**config.mk**
```make
export PLATFORM = sky130hd
export DESIGN_NAME = threefish_round_ctrl_flat
export DESIGN_NICKNAME = d
export VERILOG_FILES = /design/src/rtl/threefish_round_ctrl_if.sv /design/src/rtl/threefish_round_ctrl.sv /design/src/flat_wrapper.sv
export SDC_FILE = /design/constraint.sdc
export NUM_CORES = 1
export LEC_CHECK = 0
export ABC_CLOCK_PERIOD_IN_PS = 2350
export BUFFER_PORTS_ARGS = -buffer_cell sky130_fd_sc_hd__buf_2
export CORE_MARGIN = 5
export CORE_UTILIZATION = 57
export DETAILED_ROUTE_END_ITERATION = 8
export PLACE_DENSITY = 0.85
export SYNTH_ARGS = -nofsm -noshare
export SYNTH_HDL_FRONTEND = slang
export SYNTH_SLANG_ARGS = --single-unit
```
**constraint.sdc**
```tcl
create_clock -name clk -period 2.35 [get_ports clk]
set_input_delay 0.5875 -clock clk [delete_from_list [all_inputs] [get_ports clk]]
set_output_delay 0.5875 -clock clk [all_outputs]
set_load 0.005 [all_outputs]
```
**src/rtl/threefish_round_ctrl_if.sv**
```systemverilog
`default_nettype none
// +----------------------------------------------------------------------+
// | threefish_round_ctrl_if : handshake and strobe bundle of the         |
// | Threefish-512 round controller.                    Revision: 1.0     |
// +----------------------------------------------------------------------+
interface threefish_round_ctrl_if;
   logic       abort;
   logic       in_valid;
   logic       in_ready;
   logic       load_en;
   logic       inj_en;
   logic [4:0] subkey_idx;
   logic       rnd_en;
   logic [2:0] rot_sel;
   logic       busy;
   logic       out_valid;
   logic       out_ready;

   // master is the controller side; slave is the source/datapath/consumer side.
   modport master (
      input  abort, in_valid, out_ready,
      output in_ready, load_en, inj_en, subkey_idx, rnd_en, rot_sel, busy, out_valid
   );
   modport slave (
      output abort, in_valid, out_ready,
      input  in_ready, load_en, inj_en, subkey_idx, rnd_en, rot_sel, busy, out_valid
   );
endinterface
`default_nettype wire

```
**src/rtl/threefish_round_ctrl.sv**
```systemverilog
`default_nettype none
// +----------------------------------------------------------------------+
// | threefish_round_ctrl : sequences load, subkey injections and rounds  |
// | of the Threefish-512 datapath.                     Revision: 1.0     |
// +----------------------------------------------------------------------+
module threefish_round_ctrl #(
   parameter int NUM_ROUNDS = 72,
   parameter int INJ_PERIOD = 4
) (
   input  wire logic                   clk,
   input  wire logic                   rst_n,
   threefish_round_ctrl_if.master      ctrl_io
);
   localparam int NUM_SUBKEYS = NUM_ROUNDS / INJ_PERIOD + 1;
   localparam int RND_W       = 7;
   localparam int SK_W        = 5;
   localparam int PH_W        = (INJ_PERIOD > 1) ? $clog2(INJ_PERIOD) : 1;

   localparam logic [RND_W-1:0] c_RND_LAST = RND_W'(NUM_ROUNDS - 1);
   localparam logic [SK_W-1:0]  c_SK_LAST  = SK_W'(NUM_SUBKEYS - 1);
   localparam logic [PH_W-1:0]  c_PH_LAST  = PH_W'(INJ_PERIOD - 1);

   localparam logic [1:0] S_IDLE   = 2'd0;
   localparam logic [1:0] S_INJECT = 2'd1;
   localparam logic [1:0] S_ROUND  = 2'd2;
   localparam logic [1:0] S_DONE   = 2'd3;

   logic [1:0]       state_q, state_d;
   logic [RND_W-1:0] rnd_cnt_q, rnd_cnt_d;
   logic [PH_W-1:0]  ph_cnt_q, ph_cnt_d;
   logic [SK_W-1:0]  sk_cnt_q, sk_cnt_d;

   always_ff @(posedge clk or negedge rst_n) begin
      if (!rst_n) begin
         state_q   <= S_IDLE;
         rnd_cnt_q <= '0;
         ph_cnt_q  <= '0;
         sk_cnt_q  <= '0;
      end else begin
         state_q   <= state_d;
         rnd_cnt_q <= rnd_cnt_d;
         ph_cnt_q  <= ph_cnt_d;
         sk_cnt_q  <= sk_cnt_d;
      end
   end

   // Counters saturate at their last value so DONE still shows the final
   // subkey and rotation row; they are cleared whenever IDLE is re-entered.
   always_comb begin
      state_d   = state_q;
      rnd_cnt_d = rnd_cnt_q;
      ph_cnt_d  = ph_cnt_q;
      sk_cnt_d  = sk_cnt_q;
      if (ctrl_io.abort) begin
         state_d   = S_IDLE;
         rnd_cnt_d = '0;
         ph_cnt_d  = '0;
         sk_cnt_d  = '0;
      end else begin
         case (state_q)
            S_IDLE: begin
               if (ctrl_io.in_valid) begin
                  state_d   = S_INJECT;
                  rnd_cnt_d = '0;
                  ph_cnt_d  = '0;
                  sk_cnt_d  = '0;
               end
            end
            S_INJECT: begin
               if (sk_cnt_q == c_SK_LAST) begin
                  state_d = S_DONE;
               end else begin
                  state_d  = S_ROUND;
                  ph_cnt_d = '0;
                  sk_cnt_d = sk_cnt_q + 1'b1;
               end
            end
            S_ROUND: begin
               if (rnd_cnt_q != c_RND_LAST) begin
                  rnd_cnt_d = rnd_cnt_q + 1'b1;
               end
               if (ph_cnt_q == c_PH_LAST) begin
                  state_d  = S_INJECT;
                  ph_cnt_d = '0;
               end else begin
                  ph_cnt_d = ph_cnt_q + 1'b1;
               end
            end
            S_DONE: begin
               if (ctrl_io.out_ready) begin
                  state_d   = S_IDLE;
                  rnd_cnt_d = '0;
                  ph_cnt_d  = '0;
                  sk_cnt_d  = '0;
               end
            end
            default: begin
               state_d   = S_IDLE;
               rnd_cnt_d = '0;
               ph_cnt_d  = '0;
               sk_cnt_d  = '0;
            end
         endcase
      end
   end

   always_comb begin
      ctrl_io.in_ready   = (state_q == S_IDLE);
      ctrl_io.load_en    = (state_q == S_IDLE) && ctrl_io.in_valid && !ctrl_io.abort;
      ctrl_io.inj_en     = (state_q == S_INJECT);
      ctrl_io.rnd_en     = (state_q == S_ROUND);
      ctrl_io.out_valid  = (state_q == S_DONE);
      ctrl_io.busy       = (state_q != S_IDLE);
      ctrl_io.subkey_idx = sk_cnt_q;
      ctrl_io.rot_sel    = rnd_cnt_q[2:0];
   end
endmodule
`default_nettype wire

```
**src/flat_wrapper.sv**
```systemverilog
// flat-port wrapper written by rule: the top's interface ports become plain ports
module threefish_round_ctrl_flat 
#(
   parameter int NUM_ROUNDS = 72,
   parameter int INJ_PERIOD = 4
)
  (clk, rst_n, ctrl_io_abort, ctrl_io_in_valid, ctrl_io_out_ready, ctrl_io_in_ready, ctrl_io_load_en, ctrl_io_inj_en, ctrl_io_subkey_idx, ctrl_io_rnd_en, ctrl_io_rot_sel, ctrl_io_busy, ctrl_io_out_valid);
  threefish_round_ctrl_if ctrl_io_i ();
  input  wire logic clk;
  input  wire logic rst_n;
  input wire logic [$bits(ctrl_io_i.abort)-1:0] ctrl_io_abort;
  input wire logic [$bits(ctrl_io_i.in_valid)-1:0] ctrl_io_in_valid;
  input wire logic [$bits(ctrl_io_i.out_ready)-1:0] ctrl_io_out_ready;
  output wire logic [$bits(ctrl_io_i.in_ready)-1:0] ctrl_io_in_ready;
  output wire logic [$bits(ctrl_io_i.load_en)-1:0] ctrl_io_load_en;
  output wire logic [$bits(ctrl_io_i.inj_en)-1:0] ctrl_io_inj_en;
  output wire logic [$bits(ctrl_io_i.subkey_idx)-1:0] ctrl_io_subkey_idx;
  output wire logic [$bits(ctrl_io_i.rnd_en)-1:0] ctrl_io_rnd_en;
  output wire logic [$bits(ctrl_io_i.rot_sel)-1:0] ctrl_io_rot_sel;
  output wire logic [$bits(ctrl_io_i.busy)-1:0] ctrl_io_busy;
  output wire logic [$bits(ctrl_io_i.out_valid)-1:0] ctrl_io_out_valid;
  assign ctrl_io_i.abort = ctrl_io_abort;
  assign ctrl_io_i.in_valid = ctrl_io_in_valid;
  assign ctrl_io_i.out_ready = ctrl_io_out_ready;
  assign ctrl_io_in_ready = ctrl_io_i.in_ready;
  assign ctrl_io_load_en = ctrl_io_i.load_en;
  assign ctrl_io_inj_en = ctrl_io_i.inj_en;
  assign ctrl_io_subkey_idx = ctrl_io_i.subkey_idx;
  assign ctrl_io_rnd_en = ctrl_io_i.rnd_en;
  assign ctrl_io_rot_sel = ctrl_io_i.rot_sel;
  assign ctrl_io_busy = ctrl_io_i.busy;
  assign ctrl_io_out_valid = ctrl_io_i.out_valid;
  threefish_round_ctrl #(.NUM_ROUNDS(NUM_ROUNDS), .INJ_PERIOD(INJ_PERIOD)) u_core (.clk(clk), .rst_n(rst_n), .ctrl_io(ctrl_io_i));
endmodule
```
Word level (Yosys, flattened, before mapping)
Cells that the tools add are included.
{ "classes": {"add_sub_neg": 3, "n_eq_ne": 11, "n_mux": 21, "reduce_logical": 11} }
{ "op_table": {"columns": ["operator", "count"], "rows": [
  ["2-to-1 mux 7 bit", 4],
  ["case mux 7 bit (3 select lines)", 1],
  ["2-to-1 mux 5 bit", 4],
  ["2-to-1 mux 2 bit", 8],
  ["case mux 2 bit (4 select lines)", 2],
  ["case mux 5 bit (3 select lines)", 1],
  ["!= test 3 bit (second input constant)", 3],
  ["AND reduction 4 bit", 2],
  ["nonzero test 4 bit", 2],
  ["adder 7 x 1 -> 7 bit (second input constant)", 1],
  ["!= test 7 bit (second input constant)", 1],
  ["equality test 2 bit (second input constant)", 3],
  ["!= test 3 x 2 -> 1 bit (second input constant)", 2],
  ["AND reduction 3 bit", 2],
  ["adder 5 x 1 -> 5 bit (second input constant)", 1],
  ["equality test 5 bit (second input constant)", 1],
  ["adder 2 x 1 -> 2 bit (second input constant)", 1],
  ["equality test 2 x 1 -> 1 bit (second input constant)", 1],
  ["logical AND 1 bit", 2],
  ["logical NOT 2 bit", 1],
  ["nonzero test 2 bit", 1],
  ["logical NOT 1 bit", 1],
  ["2-to-1 mux 1 bit", 1]
]} }
{ "word_totals": {"regBits": 16, "inputBits": 5, "output_inout_bits": 14, "elab_cells": 50} }

Depth between registers and ports, before layout
Gate-level depths: netlist of run 1.
{ "logic_depth": {"word_depth": 4, "depth_mapped": 6, "ltp_nobuf": 6} }

Worst setup path before layout of run 1
OpenSTA, ideal clock, no wires.
{ "synth_path": {"path_type": "register to output", "startpoint": "reg u_core.state_q[1]", "endpoint": "out ctrl_io_load_en", "arrival_ns": 1.077, "required_time_ns": 1.762, "slack_ns": 0.685, "path_stages_with_launch": 5, "cell_sequence": "dfrtp_1 -> buf_2 -> or2_2 -> inv_1 -> and3_1"} }
{ "synth_via": {"elab_chain_cells": 3} }
{ "synth_rtl": {"columns": ["item", "line_no", "text"], "rows": [
  ["from (decl)", "threefish_round_ctrl.sv:28", "logic [1:0] state_q, state_d;"],
  ["from (signal assigned)", "threefish_round_ctrl.sv:40", "state_q <= state_d;"],
  ["logical NOT 2 bit", null, null],
  ["named net ctrl_io_in_ready", "flat_wrapper.sv:14", "output wire logic [$bits(ctrl_io_i.in_ready)-1:0] ctrl_io_in_ready;"],
  ["logical AND 1 bit (2 in series)", "threefish_round_ctrl.sv:109", "ctrl_io.load_en = (state_q == S_IDLE) && ctrl_io.in_valid && !ctrl_io.abort;"],
  ["to (decl)", "flat_wrapper.sv:15", "output wire logic [$bits(ctrl_io_i.load_en)-1:0] ctrl_io_load_en;"]
]} }
The timed path passes the listed nets, and every way through them passes these cells.

Final worst setup path of run 1
{ "layout_path": {"startpoint": "reg u_core.state_q[1]", "endpoint": "out ctrl_io_load_en"} }
{ "layout_via": {"elab_chain_cells": 3} }
{ "layout_rtl": {"columns": ["item", "line_no"], "rows": [
  ["logical NOT 2 bit", "threefish_round_ctrl.sv:109"],
  ["logical AND 1 bit (2 in series)", "threefish_round_ctrl.sv:109"]
]} }
Every way passes these cells.

==> results of run 1 <==
[state kept, by name, indices dropped and copies added (netlist names)]
name and flops:
u_core.ctrl_io.subkey_idx 5, u_core.ph_cnt_q 2, u_core.state_q 2, u_core.rnd_cnt_q 7
[cell type report]
cell class,instances,area (um2)
inverters,6,22.5
clock buffers,3,22.5
repair buffers,18,90.1
fillers,146,612
flip-flops and latches,16,400
well taps,17,21.3
multi-input cells,78,520
[metrics by stage]
| stage | instances | total power [mW] |
|---|---|---|
| 6_report | 138 | 0.525 |
| 5_1_grt | 138 | 0.559 |
| 3_3_place_gp | 135 | 0.388 |
| 4_1_cts | 138 | 0.530 |
| 2_1_floorplan | 106 | 0.361 |
| 3_5_place_dp | 135 | 0.391 |
[final timing paths]
path | startpoint | endpoint | slack [ns]
setup reg to reg | u_core.state_q[1] | u_core.rnd_cnt_q[0] | 0.79
setup / recovery | u_core.state_q[1] | ctrl_io_load_en | 0.32
max in group asynchronous | rst_n | u_core.rnd_cnt_q[2] | 1.89
hold / removal | rst_n | u_core.ctrl_io.subkey_idx[4] | 0.20
hold reg to reg | u_core.ph_cnt_q[0] | u_core.ph_cnt_q[0] | 0.52
min in group clk | u_core.ph_cnt_q[0] | u_core.ph_cnt_q[0] | 0.52
[synth_stat cells (2+ instances only)]
master / n
sky130_fd_sc_hd__dfrtp_1: 16
sky130_fd_sc_hd__o21ai_0: 12
sky130_fd_sc_hd__nand2_1: 7
sky130_fd_sc_hd__nor2_1: 7
sky130_fd_sc_hd__inv_1: 6
sky130_fd_sc_hd__ha_1: 4
sky130_fd_sc_hd__nand3_1: 4
sky130_fd_sc_hd__o21ai_1: 4
sky130_fd_sc_hd__and3_1: 3
sky130_fd_sc_hd__buf_4: 3
sky130_fd_sc_hd__nor2b_1: 3
sky130_fd_sc_hd__nor3_1: 3
sky130_fd_sc_hd__xor2_1: 3
sky130_fd_sc_hd__a21oi_1: 2
sky130_fd_sc_hd__a22o_1: 2
sky130_fd_sc_hd__a31oi_1: 2
sky130_fd_sc_hd__buf_2: 2
sky130_fd_sc_hd__nand2b_1: 2
sky130_fd_sc_hd__o21a_1: 2
sky130_fd_sc_hd__o22ai_1: 2
sky130_fd_sc_hd__or2_2: 2
sky130_fd_sc_hd__or3b_1: 2
[cell usage in the layout, fill, tap and decap left out, types with 3 or more instances in the layout]
master                     count
sky130_fd_sc_hd__buf_2        18
sky130_fd_sc_hd__dfrtp_1      16
sky130_fd_sc_hd__o21ai_0      12
sky130_fd_sc_hd__nand2_1       7
sky130_fd_sc_hd__nor2_1        7
sky130_fd_sc_hd__inv_1         6
sky130_fd_sc_hd__o21ai_1       4
sky130_fd_sc_hd__nand3_1       4
sky130_fd_sc_hd__ha_1          4
sky130_fd_sc_hd__nor2b_1       3
sky130_fd_sc_hd__and3_1        3
sky130_fd_sc_hd__xor2_1        3
sky130_fd_sc_hd__nor3_1        3
sky130_fd_sc_hd__clkbuf_4      3
[kinds of logic after synthesis]
logic type               Yosys count  synth area share (%)
AO/OA/AOI/OAI                     32                  21.3
adder cells (fa/ha/maj)            4                  5.07
AND/OR/NAND/NOR                   38                  22.6
buffers and inverters             12                  6.72
multiplexers                       1                  1.14
flip-flops                        16                  40.6
XOR/XNOR                           3                  2.66
[power breakdown]
| group | internal (mW) | total [mW] | leakage (nW) | switching [mW] |
|---|---|---|---|---|
| clock | 0.0596 | 0.139 | 0.0138 | 0.0799 |
| combinational | 0.0387 | 0.0859 | 0.318 | 0.0472 |
| sequential | 0.284 | 0.299 | 0.221 | 0.0158 |
[layer usage]
metal  vias up  routed length [um]
met5         -                   0
met4         0                  28
met3         4                  74
met2        15                 913
met1       378                 846
li1        411                   -
==> results_dict.tcl, run 1 <==
set metrics [dict create \
    drc_markers 0 \
    cts_inserted_buffers 3 \
    seq_area_frac_synth_pct 40.6 \
    globalRouteMet2Util_pct 26.9 \
    share_of_cells_above_drive_strength_1_pct 21.5 \
    chipWidth_um 51.6 \
    outcome "complete, no violations" \
    number_of_maximum_capacitance_violations 0 \
    slew_headroom_pct 76.4 \
    vdd_ir_drop_max_v 0.000319 \
    synthesized_nets 115 \
    dpl_cell_area_mm2 0.00105 \
    clock_tree.buffer_depth 2 \
    crit_path_top_delay_cell "sky130_fd_sc_hd__dfrtp_1" \
    wl_um 1860 \
    std_cell_rows 15 \
    cp_max_fo 14 \
    synth_area_leaders "sky130_fd_sc_hd__dfrtp_1, sky130_fd_sc_hd__o21ai_0, sky130_fd_sc_hd__ha_1" \
    grt_use_met3_pct 2.87 \
    clock_tree.htree_level_count 1 \
    path_class "flip-flop to output pin" \
    power_per_unit_of_standard_cell_area_mw_per_mm2 487 \
    cp-start-kind "flip-flop" \
    worst-r2r-cell-count 4 \
    rsz0062_at_grt "false" \
    fin_hold_ws_ns 0.197 \
    setup_violations 0 \
    wl_per_cell_um 13.5 \
    path_cells "or2_2, inv_1, and3_1, buf_2" \
    detail_route.vias_per_cell 5.86 \
    mean_cell_area_of_the_mapped_netlist_um2 9.31 \
    min_period_ns 2.03 \
    cp_num_buf_inv 2 \
    core_area_mm2 0.00169 \
    grt_util_met1_pct 17.6 \
    die-area_mm2 0.00266 \
    worstPathArrival_ns 1.45 \
    final_net_count 132 \
    cts.clk_slew.worst_paths_ns 0.09 \
    die_y_um 51.6 \
    cp_depth 4 \
    layout_worst_path_cycle_share_pct 86.5 \
    antenna_cells 0 \
    synth_top_cell_by_area "sky130_fd_sc_hd__dfrtp_1" \
    via_count_of_the_first_global_routing_pass 718 \
    hold_buffer_count_at_cts 0 \
    timing.critical_path.to_type "output pin" \
    postCtsSetupRepairBufs 0 \
    fin_worst_skew_ns 0.00443 \
    tightestPinTransition_ns 0.354 \
    length_of_the_first_detailed_routing_pass_in_iterations 4 \
    antenna_violations_before_repair 0 \
    finalMaxSlewViolations 0 \
    final_instance_area_mm2 0.00108 \
    timing.critical_path.required_ns 1.76 \
    ctsResizeCount 0 \
    critical_path.max_stage_delay_ns 0.51 \
    ctsRootBufferMaster "sky130_fd_sc_hd__clkbuf_4" \
    postSynthRegisterBits 16 \
    final_core_utilization_pct 63.8 \
    syn_inst 106 \
    synth.yosys.warnings 0 \
    clock_latency_ns 0.28 \
    first_iter_violations 7 \
    synth_enable_flop_cells 0 \
    min_path_type "primary input to async pin" \
    cts.sinks 16 \
    placement.io_buffers 18 \
    hpwl_um 1430 \
    finalWeightedCongestion 0.829 \
    synth-main-ff-cell "sky130_fd_sc_hd__dfrtp_1" \
    num_vias 808 \
    cp_top_family "flip-flops" \
    synthDominantCellAreaShare_pct 40.6 \
    largest_net_degree_at_the_start_of_global_routing 17 \
    io_pins 19 \
    tritoncts "built" \
    global_route_wire_length_before_repair_um 3020 \
    fmaxAchievable_ghz 0.492 \
    post_synthesis_cell_type_count 35 \
    final.setup.tns_ns 0 \
    worst_slack_ns 0.317 \
    power.static_leakage_nw 0.552 \
    areaGrowthSynthToFinish_pct 9.13 \
    timing_hold_violations_final 0 \
    global_route.overflow_total 0 \
    floorplan.initialDensity_pct 58.4 \
    global_route.usage.total_pct 15.5 \
    async_flop_share_pct 100 \
    top_usage_layer "met2" \
    synthesis.area_um2 987 \
    post-place-ws_ns 0.641 \
    postRouteAntennaNets 0 \
]
(Power assumes the default switching activity.)
==> run 2, diff against run 1 <==
Settings changed: REMOVE_ABC_BUFFERS set to 1.
==> results_dict.tcl, run 2 (synthesis gave the netlist of run 1 again) <==
set metrics [dict create \
    drc_markers 0 \
    tightestPinTransition_ns 0.367 \
    layout_worst_path_cycle_share_pct 87.4 \
    timing.critical_path.required_ns 1.76 \
    chipWidth_um 51.6 \
    areaGrowthSynthToFinish_pct 10.5 \
    floorplan.initialDensity_pct 58.4 \
    largest_reg_flops 7 \
    r2r-start "u_core.state_q[1]" \
    length_of_the_first_detailed_routing_pass_in_iterations 4 \
    clock_tree.buffer_depth 2 \
    antenna_violations_before_repair 0 \
    number_of_maximum_capacitance_violations 0 \
    power.static_leakage_nw 0.560 \
    clock_latency_ns 0.29 \
    wl_um 1920 \
    final.setup.tns_ns 0 \
    final_net_count 132 \
    postCtsSetupRepairBufs 0 \
    core_area_mm2 0.00169 \
    power.internal_mw 0.417 \
    wl_per_cell_um 13.8 \
    via_count_of_the_first_global_routing_pass 763 \
    timing.critical_path.to_type "output pin" \
    cp_max_fo 14 \
    filler_cell_count 138 \
    cp_num_buf_inv 2 \
    cts.clk_slew.worst_paths_ns 0.10 \
    largest_net_degree_at_the_start_of_global_routing 17 \
    cp-start-kind "flip-flop" \
    io_pins 19 \
    critical_path.max_stage_delay_ns 0.51 \
    vdd_ir_drop_max_v 0.000345 \
    timing_hold_violations_final 0 \
    die_y_um 51.6 \
    ctsRootBufferMaster "sky130_fd_sc_hd__clkbuf_4" \
    global_route.usage.total_pct 16.4 \
    path_cells "or2_2, inv_1, and3_1, buf_2" \
    slew_headroom_pct 75.3 \
    rrSetupSlack_ns 0.76 \
    hold_buffer_count_at_cts 0 \
    path_class "flip-flop to output pin" \
    switching_share_pct 27.2 \
    cp_top_family "flip-flops" \
    setup_violations 0 \
    layout.cells.most_common "sky130_fd_sc_hd__buf_2" \
    worstPathArrival_ns 1.47 \
    power_per_unit_of_standard_cell_area_mw_per_mm2 525 \
    clkPwrFrac_pct 32.7 \
    fin_worst_skew_ns 0.00121 \
    largest-register "u_core.rnd_cnt_q" \
    fmaxAchievable_ghz 0.487 \
    cts.sinks 16 \
    worstSetupStartpoint "u_core.state_q[1]" \
    dp_cells 135 \
    clock_tree.htree_level_count 1 \
    pwr-share-comb_pct 15.0 \
    worst-r2r-cell-count 4 \
    tritoncts "built" \
    global_route.overflow_total 0 \
    fin_hold_ws_ns 0.184 \
    min_period_ns 2.05 \
    rsz0062_at_grt "false" \
    power.switching_mw 0.156 \
    ctsResizeCount 0 \
    outcome "complete, no violations" \
    finalMaxSlewViolations 0 \
    detail_route.vias_per_cell 5.88 \
    cts_inserted_buffers 3 \
    crit_path_top_delay_cell "sky130_fd_sc_hd__dfrtp_1" \
    mostFrequentLayoutCells "sky130_fd_sc_hd__buf_2, sky130_fd_sc_hd__dfrtp_1, sky130_fd_sc_hd__o21ai_0" \
    timing.rr.end "u_core.rnd_cnt_q[0]" \
    min_path_type "primary input to async pin" \
    postRouteAntennaNets 0 \
    num_vias 818 \
    std_cell_rows 15 \
    hpwl_um 1470 \
    first_iter_violations 10 \
    finalWeightedCongestion 0.839 \
    power.share.sequential_pct 52.2 \
    placement.io_buffers 18 \
    die-area_mm2 0.00266 \
    instances_no_fill 139 \
    global_route_wire_length_before_repair_um 3260 \
    share_of_cells_above_drive_strength_1_pct 22.1 \
    antenna_cells 0 \
]
[run 2: through the flow]
stage          area [um2]  util, %  total power, mW  worst slack [ns]
2_1_floorplan         943        -            0.353             0.739
6_report             1090     64.6            0.573             0.296
3_3_place_gp         1050     62.4            0.388             0.662
3_5_place_dp         1050     62.4            0.392             0.633
5_1_grt              1090     64.6            0.609             0.197
4_1_cts              1090     64.6            0.581             0.288
[run 2: worst register-to-register path, cell delays in order (launching register included)]
cell and delay, ns:
sky130_fd_sc_hd__dfrtp_1 0.56, sky130_fd_sc_hd__a21boi_0 0.23, sky130_fd_sc_hd__o21ai_1 0.28, sky130_fd_sc_hd__o21ai_1 0.13, sky130_fd_sc_hd__mux2_2 0.27
[run 2: power groups by stage]
stage	Clock (mW)	Sequential, mW	Combinational (mW)
2_1_floorplan	0	0.302	0.0517
3_3_place_gp	0	0.304	0.0843
3_5_place_dp	0	0.305	0.0868
4_1_cts	0.194	0.299	0.0874
5_1_grt	0.209	0.302	0.0980
6_report	0.187	0.299	0.0862
[run 2: layout make-up]
class	instances	area [um2]	share of cell area [%]
inverter	6	22.5	2.06
timing repair buffer	18	90.1	8.26
tap	17	21.3	1.95
sequential	16	400	36.7
multi-input combinational	78	520	47.7
clock buffer	4	36.3	3.33
[run 2: worst max path at each step]
stage | to | slack, ns | cells after the start
floorplan | ctrl_io_load_en | 0.74 | 3
global placement | ctrl_io_load_en | 0.66 | 4
detailed placement | ctrl_io_load_en | 0.63 | 4
CTS | ctrl_io_load_en | 0.29 | 4
global route | ctrl_io_load_en | 0.20 | 4
finish | ctrl_io_load_en | 0.30 | 4
[run 2: per-layer routing]
metal / part of all wire, % / track usage [%]
met2: 50 / 26.9
met5: 0 / 0
met1: 44 / 19.3
met4: 2.2 / 8.73
met3: 4.1 / 4.58
==> run 3, diff against run 2 <==
Settings changed: ABC_CLOCK_PERIOD_IN_PS 2350 to 2550.
Clock period 2.35 ns to 2.55 ns, I/O delays scaled along.
==> results_dict.tcl, run 3 (synthesis gave the netlist of run 1 again) <==
set metrics [dict create \
    outcome "complete, no violations" \
    global_route.usage.total_pct 16.2 \
    first_iter_violations 3 \
    finalWeightedCongestion 0.820 \
    final.setup.tns_ns 0 \
    clock_tree.htree_level_count 1 \
    detail_route.vias_per_cell 5.74 \
    cts_inserted_buffers 3 \
    rsz0062_at_grt "false" \
    cts.clk_slew.worst_paths_ns 0.09 \
    clock_latency_ns 0.27 \
    clock_tree.buffer_depth 2 \
    io_pins 19 \
    setup_violations 0 \
    rrSetupSlack_ns 0.95 \
    timing_hold_violations_final 0 \
    tritoncts "built" \
    global_route_wire_length_before_repair_um 3170 \
    largest_reg_flops 7 \
    wl_per_cell_um 13.4 \
    worstPathArrival_ns 1.46 \
    final_instance_area_mm2 0.00108 \
    postRouteAntennaNets 0 \
    min_period_ns 2.10 \
    cp_max_fo 14 \
    cts.sinks 16 \
    power_per_unit_of_standard_cell_area_mw_per_mm2 448 \
    placement.io_buffers 18 \
    post-place-ws_ns 0.775 \
    number_of_maximum_capacitance_violations 0 \
    die-area_mm2 0.00266 \
    hold_buffer_count_at_cts 0 \
    worst_slack_ns 0.454 \
    chipWidth_um 51.6 \
    areaGrowthSynthToFinish_pct 9.13 \
    largest-register "u_core.rnd_cnt_q" \
    ctsRootBufferMaster "sky130_fd_sc_hd__clkbuf_4" \
    fin_hold_ws_ns 0.250 \
    std_cell_rows 15 \
    timing.critical_path.required_ns 1.91 \
    share_of_cells_above_drive_strength_1_pct 21.5 \
    power.static_leakage_nw 0.552 \
    hpwl_um 1410 \
    floorplan.initialDensity_pct 58.4 \
    timing.critical_path.to_type "output pin" \
    min_path_type "primary input to async pin" \
    ctsResizeCount 0 \
    drc_markers 0 \
    slew_headroom_pct 75.3 \
    via_count_of_the_first_global_routing_pass 765 \
    wl_um 1840 \
    antenna_cells 0 \
    cp-start-kind "flip-flop" \
    fin_worst_skew_ns 0.00259 \
    vdd_ir_drop_max_v 0.000363 \
    tightestPinTransition_ns 0.371 \
    path_class "flip-flop to output pin" \
    global_route.overflow_total 0 \
    worst-r2r-cell-count 4 \
    dpl_cell_area_mm2 0.00105 \
    final_core_utilization_pct 63.8 \
    core_area_mm2 0.00169 \
    layout.cells.most_common "sky130_fd_sc_hd__buf_2" \
    length_of_the_first_detailed_routing_pass_in_iterations 2 \
    die_y_um 51.6 \
    mostFrequentLayoutCells "sky130_fd_sc_hd__buf_2, sky130_fd_sc_hd__dfrtp_1, sky130_fd_sc_hd__o21ai_0" \
    finalMaxSlewViolations 0 \
    antenna_violations_before_repair 0 \
    postCtsSetupRepairBufs 0 \
    largest_net_degree_at_the_start_of_global_routing 17 \
    num_vias 792 \
    final_net_count 132 \
    fmaxAchievable_ghz 0.477 \
    layout_worst_path_cycle_share_pct 82.2 \
]
run 3: cell type report:
class / instances / area (um2)
clock buffer: 3 / 22.5
fill: 146 / 612
tap: 17 / 21.3
inverter: 6 / 22.5
multi-input combinational: 78 / 520
sequential: 16 / 400
timing repair buffer: 18 / 90.1
run 3: metrics by stage:
stage	std cells	total power [mW]
floorplan	100	0.326
global placement	135	0.357
detailed placement	135	0.361
CTS	138	0.493
global route	138	0.518
finish	138	0.483
run 3: path summary, 6_finish.rpt:
path | from | endpoint
hold / removal | rst_n | u_core.ctrl_io.subkey_idx[4]
min in group clk | u_core.ph_cnt_q[1] | u_core.ph_cnt_q[1]
max in group asynchronous | rst_n | u_core.rnd_cnt_q[2]
setup reg to reg | u_core.state_q[1] | u_core.rnd_cnt_q[0]
hold reg to reg | u_core.ph_cnt_q[1] | u_core.ph_cnt_q[1]
setup / recovery | u_core.state_q[1] | ctrl_io_load_en
run 3: layer usage:
layer | part of all wire (%) | global-route usage, % | wire [um]
met3 | 3.2 | 3.15 | 59
met1 | 45 | 18.9 | 835
met2 | 50 | 26.7 | 916
met4 | 1.7 | 10.9 | 31
met5 | 0 | 0 | 0
run 3: worst max-delay path, stage by stage (launching register included):
cell,delay [ns]
sky130_fd_sc_hd__dfrtp_1,0.52
sky130_fd_sc_hd__or2_2,0.35
sky130_fd_sc_hd__inv_1,0.07
sky130_fd_sc_hd__and3_1,0.15
sky130_fd_sc_hd__buf_2,0.10
run 3: report_power, final:
part	switching (mW)	internal [mW]	leakage, nW
combinational	0.0438	0.0358	0.318
clock	0.0719	0.0547	0.0138
sequential	0.0150	0.261	0.221
total	0.131	0.352	0.552
